--- src/rtl/stream_demux_pkg.sv ---
// stream_demux_pkg: shared constants and types for the 1-to-2 stream demultiplexer.
// Provides the default payload width, the packet-lock state encoding and
// the route encoding used to steer beats to output A or B.
package stream_demux_pkg;

  localparam int DEFAULT_WIDTH = 8;

  // Route encoding: value of in_sel (or the locked route) selecting an output.
  localparam logic ROUTE_A = 1'b0;
  localparam logic ROUTE_B = 1'b1;

  // Packet-lock states, used only when STREAM_DEMUX_PKT_LOCK_EN is defined.
  typedef enum logic [1:0] {
    IDLE   = 2'd0,
    LOCK_A = 2'd1,
    LOCK_B = 2'd2
  } lock_state_e;

endpackage

--- src/rtl/stream_demux_slot.sv ---
// stream_demux_slot: one-entry output register of the demultiplexer.
// Holds one beat (data + last) for a consumer. It can drain and load in the
// same cycle, which gives full throughput with a single entry.
module stream_demux_slot #(
  parameter int WIDTH = stream_demux_pkg::DEFAULT_WIDTH
) (
  input  logic             clk,
  input  logic             rst,
  input  logic             load,
  input  logic [WIDTH-1:0] load_data,
  input  logic             load_last,
  input  logic             ready,
  output logic             valid,
  output logic [WIDTH-1:0] data,
  output logic             last,
  output logic             free
);

  // The slot can take a new beat when empty or when its beat leaves this cycle.
  assign free = !valid || ready;

  // Slot register: load wins over drain; data/last hold after a drain.
  always_ff @(posedge clk or posedge rst) begin
    if (rst) begin
      // NOTE: the payload is reset as well as valid, so the outputs read zero
      // after reset instead of leftover data from before it.
      valid <= 1'b0;
      data  <= '0;
      last  <= 1'b0;
    end else begin
      // NOTE: non-blocking assignments here so every register samples the
      // pre-edge values; blocking would create order-dependent simulation.
      if (load) begin
        valid <= 1'b1;
        data  <= load_data;
        last  <= load_last;
      end else if (valid && ready) begin
        valid <= 1'b0;
      end
    end
  end

endmodule

--- src/rtl/stream_demux.sv ---
// stream_demux: registered 1-to-2 valid/ready stream demultiplexer.
// Each input beat is routed to output A (in_sel=0) or B (in_sel=1) through a
// one-entry slot per output, for 1-cycle latency and full throughput.
// Optional feature macro: STREAM_DEMUX_PKT_LOCK_EN -- when defined, the route
// chosen by the first beat of a packet is held until the beat with in_last=1.
module stream_demux
  import stream_demux_pkg::*;
#(
  parameter int WIDTH = DEFAULT_WIDTH
) (
  input  logic             clk,
  input  logic             rst,
  input  logic [WIDTH-1:0] in_data,
  input  logic             in_sel,
  input  logic             in_last,
  input  logic             in_valid,
  output logic             in_ready,
  output logic [WIDTH-1:0] out_a_data,
  output logic             out_a_last,
  output logic             out_a_valid,
  input  logic             out_a_ready,
  output logic [WIDTH-1:0] out_b_data,
  output logic             out_b_last,
  output logic             out_b_valid,
  input  logic             out_b_ready
);

  logic route;
  logic a_free;
  logic b_free;
  logic accept;
  logic load_a;
  logic load_b;

`ifdef STREAM_DEMUX_PKT_LOCK_EN
  lock_state_e state;
  lock_state_e state_nxt;

  // Lock state register.
  always_ff @(posedge clk or posedge rst) begin
    if (rst) begin
      state <= IDLE;
    end else begin
      state <= state_nxt;
    end
  end

  // Route decode: a locked packet overrides in_sel.
  assign route = (state == LOCK_A) ? ROUTE_A :
                 (state == LOCK_B) ? ROUTE_B : in_sel;

  // Next-state logic: only an accepted beat can move the lock.
  always_comb begin
    // NOTE: default first so every path assigns state_nxt and no latch is inferred.
    state_nxt = state;
    if (accept) begin
      if (in_last) begin
        state_nxt = IDLE;
      end else if (state == IDLE) begin
        state_nxt = (in_sel == ROUTE_B) ? LOCK_B : LOCK_A;
      end
    end
  end
`else
  // Per-beat routing; in_last is only forwarded with the beat.
  assign route = in_sel;
`endif

  // Handshake: accept when the slot picked by route can take a beat.
  assign in_ready = (route == ROUTE_B) ? b_free : a_free;
  assign accept   = in_valid && in_ready;
  assign load_a   = accept && (route == ROUTE_A);
  assign load_b   = accept && (route == ROUTE_B);

  stream_demux_slot #(.WIDTH(WIDTH)) u_slot_a (
    .clk       (clk),
    .rst       (rst),
    .load      (load_a),
    .load_data (in_data),
    .load_last (in_last),
    .ready     (out_a_ready),
    .valid     (out_a_valid),
    .data      (out_a_data),
    .last      (out_a_last),
    .free      (a_free)
  );

  stream_demux_slot #(.WIDTH(WIDTH)) u_slot_b (
    .clk       (clk),
    .rst       (rst),
    .load      (load_b),
    .load_data (in_data),
    .load_last (in_last),
    .ready     (out_b_ready),
    .valid     (out_b_valid),
    .data      (out_b_data),
    .last      (out_b_last),
    .free      (b_free)
  );

endmodule

--- config.mk ---
export PLATFORM = sky130hd
export DESIGN_NAME = stream_demux
export DESIGN_NICKNAME = d
export VERILOG_FILES = /design/src/rtl/stream_demux_pkg.sv /design/src/rtl/stream_demux_slot.sv /design/src/rtl/stream_demux.sv
export SDC_FILE = /design/constraint.sdc
export NUM_CORES = 1
export LEC_CHECK = 0
export CAP_MARGIN = 20
export CORE_UTILIZATION = 43
export CTS_BUF_LIST = sky130_fd_sc_hd__clkbuf_4 sky130_fd_sc_hd__clkbuf_8
export CTS_CLUSTER_SIZE = 24
export DETAILED_ROUTE_END_ITERATION = 16
export GPL_TIMING_DRIVEN = 0
export PLACE_DENSITY = 0.81
export SYNTH_ARGS = -nofsm -noshare
export SYNTH_HDL_FRONTEND = slang
export SYNTH_SLANG_ARGS = --single-unit
--- constraint.sdc ---
create_clock -name clk -period 1.35 [get_ports clk]
set_input_delay 0.27 -clock clk [delete_from_list [all_inputs] [get_ports clk]]
set_output_delay 0.27 -clock clk [all_outputs]
set_load 0.03 [all_outputs]
==> flow_summary.toml <==
[sta]
fin_skew_ps = 7.63
setup_viol = 1
fmax_mhz = 674
min_period_ps = 1480
hold_viol = 0
final.period_utilization = 1.10
fin_ws_ps = -134
max_slew_margin = 0.508
tightest_slew_ps = 737
slew_violations = 0
hold_ws_ps = 377
rsz0062_at_grt = "yes"
tns_ps = -134

[power]
total_leakage_power_uw = 0.000585
vdd_ir_drop_max_mv = 0.685
power_density_mw_per_mm2 = 1370

[clock_tree]
clkTransAtPathRegs_ps = 110
cts.sinks = 20
cts_buffer_depth = 2
cts_tree = "done"
htree_num_levels = 1
cts_made_buffers = 3
clk_latency_ps = 300
cts_root_buf = "clkbuf_4"
post-cts-setup-buffers = 0
hold_buffers = 0

[finish]
nNetsFinal = 106
mostFrequentLayoutCell = "dfrtp_1"
n_fill_cell = 150
drive_gt1_frac = 0.500
multi_input_area_um2 = 348
antenna-diode-count = 0
area_growth_pct = 46.2
postLayoutCellArea_mm2 = 0.00125
seq_area_um2 = 502
finish.utilization = 0.692
final_cell_mix = "19 x dfrtp_1, 13 x clkdlybuf4s50_1, 10 x clkbuf_2"

[global_route]
antenna_found_initial = 0
grt_overflow = 0
grt_first_pass_wirelength_um = 2370
grt_usage = 0.166
grt_max_degree = 21
grt_pass1_vias = 542

[detailed_routing]
wl_um = 1670
routedWlPerCell_um = 14.5
first_pass_iters = 4
via_per_inst = 4.70
dr.first_iter.drc_count = 3
routed-via-count = 540
remaining_drc_errors = 0
ant_nets = 0

[critical_path]
cp.arrival_ps = 1210
path_cells = "clkdlybuf4s50_1 > and2b_4 > a21oi_2 > buf_6"
cp_max_fo = 4
crit_family = "buffers and inverters"
start_kind = "input port"
critPathKind = "input port to output pin"
slowest_stage = "clkdlybuf4s50_1"
end_kind = "output pin"
slowest_delay_ps = 450
worstPathRequired_ps = 1080
crit_buf_inv = 2

[placed_design]
routabilityCongestion = 0.621
preCtsSetupSlack_ps = -697
io_buffers = 35
placed_cell_area_mm2 = 0.00124
detailed_place_hpwl_um = 1210

[run_status]
violations = "setup timing"
run_status = "complete, but fails checks"

[synth]
yosysTopAreaCellShare = 0.587
synth_area_leader_cell = "dfrtp_1"
ys.warnings.count = 0
synthCells = 50
synth_seq_cells = 20
synth_area_um2 = 853
yosysSeqAreaShare = 0.587
synth.top_cells.by_area = "dfrtp_1 59%, mux2_4 16%, mux2_2 12%, nand2b_4 3.2%, buf_12 2.3%"
synth_nets = 65
synth_cell_types = 13
avgSynthCellArea_um2 = 17.1

[floorplan]
rows = 15
fp.dieH_um = 46.5
coreArea_mm2 = 0.00180
start_util = 0.474
die_area_mm2 = 0.00217
die_x_um = 46.5
io_pins = 36

[hold_path]
hold_class = "input port to async pin"

[run]
drv_cap = 0
final timing paths:
kind	slack, ps	start	to	cells past startpoint
worst max-delay path	-130	out_b_ready	in_ready	4
worst min register to register	520	u_slot_b.data[4]$_DFFE_PP0P_	u_slot_b.data[4]$_DFFE_PP0P_	1
max in group asynchronous	460	rst	u_slot_b.valid$_DFFE_PP0P_	2
worst max register to register	100	u_slot_b.valid$_DFFE_PP0P_	u_slot_b.data[7]$_DFFE_PP0P_	3
min in group clk	400	in_sel	u_slot_a.valid$_DFFE_PP0P_	3
worst min-delay path	380	rst	u_slot_a.data[7]$_DFFE_PP0P_	2
Yosys cell counts:
cell type and instances:
inv_1 1, nor2b_4 1, a21oi_1 1, nand2b_4 2, and2b_2 1, nand2b_1 1
buf_12 1, nor2_8 1, nand2_1 2, mux2_2 9, nor2_1 1, dfrtp_1 20
mux2_4 9
registers in the layout, indices dropped and copies added, names as in the netlist:
register        count
u_slot_a.data       8
u_slot_b.data       8
u_slot_a.last       1
u_slot_a.valid      1
u_slot_b.last       1
u_slot_b.valid      1
cell families (layout without fill, tap and decap cells):
group | count (synthesis) | after routing | share of synthesized area
buffers and inverters | 2 | 41 | 0.0279
and+or+nand+nor | 9 | 10 | 0.103
muxes | 18 | 18 | 0.277
AOI/OAI and AO/OA | 1 | 1 | 0.00586
DFF | 20 | 20 | 0.587
what timing repair did:
item,4_1_cts,5_1_grt
gates cloned,0,1
pin swaps,2,0
setup endpoints to repair,24,28
gates resized for setup,40,22
per-layer routing:
| metal | vias to the layer above | GRT usage | part of all wire |
|---|---|---|---|
| met3 | 2 | 0.0353 | 0.038 |
| li1 | 253 | - | - |
| met1 | 264 | 0.195 | 0.41 |
| met4 | 0 | 0.0882 | 0.011 |
| met5 | - | 0 | 0 |
| met2 | 21 | 0.278 | 0.54 |
power by group:
group	internal [µW]	switching (µW)
Sequential	702	58.0
Combinational	266	340
Clock	165	180
Total	1130	578
through the flow:
step	power, µW	cells
after floorplan	1160	50
after global placement	1440	110
after detailed placement	1450	110
after CTS	1740	114
after global routing	1790	115
final	1710	115
cell type report:
| class | instances | share of cell area |
|---|---|---|
| Inverter | 1 | 0.00301 |
| Timing Repair Buffer | 35 | 0.246 |
| Multi-Input combinational cell | 29 | 0.279 |
| Clock buffer | 4 | 0.0291 |
| Tap cell | 25 | 0.0251 |
| Buffer | 1 | 0.0160 |
| Sequential cell | 20 | 0.402 |
(Power assumes the default switching activity.)
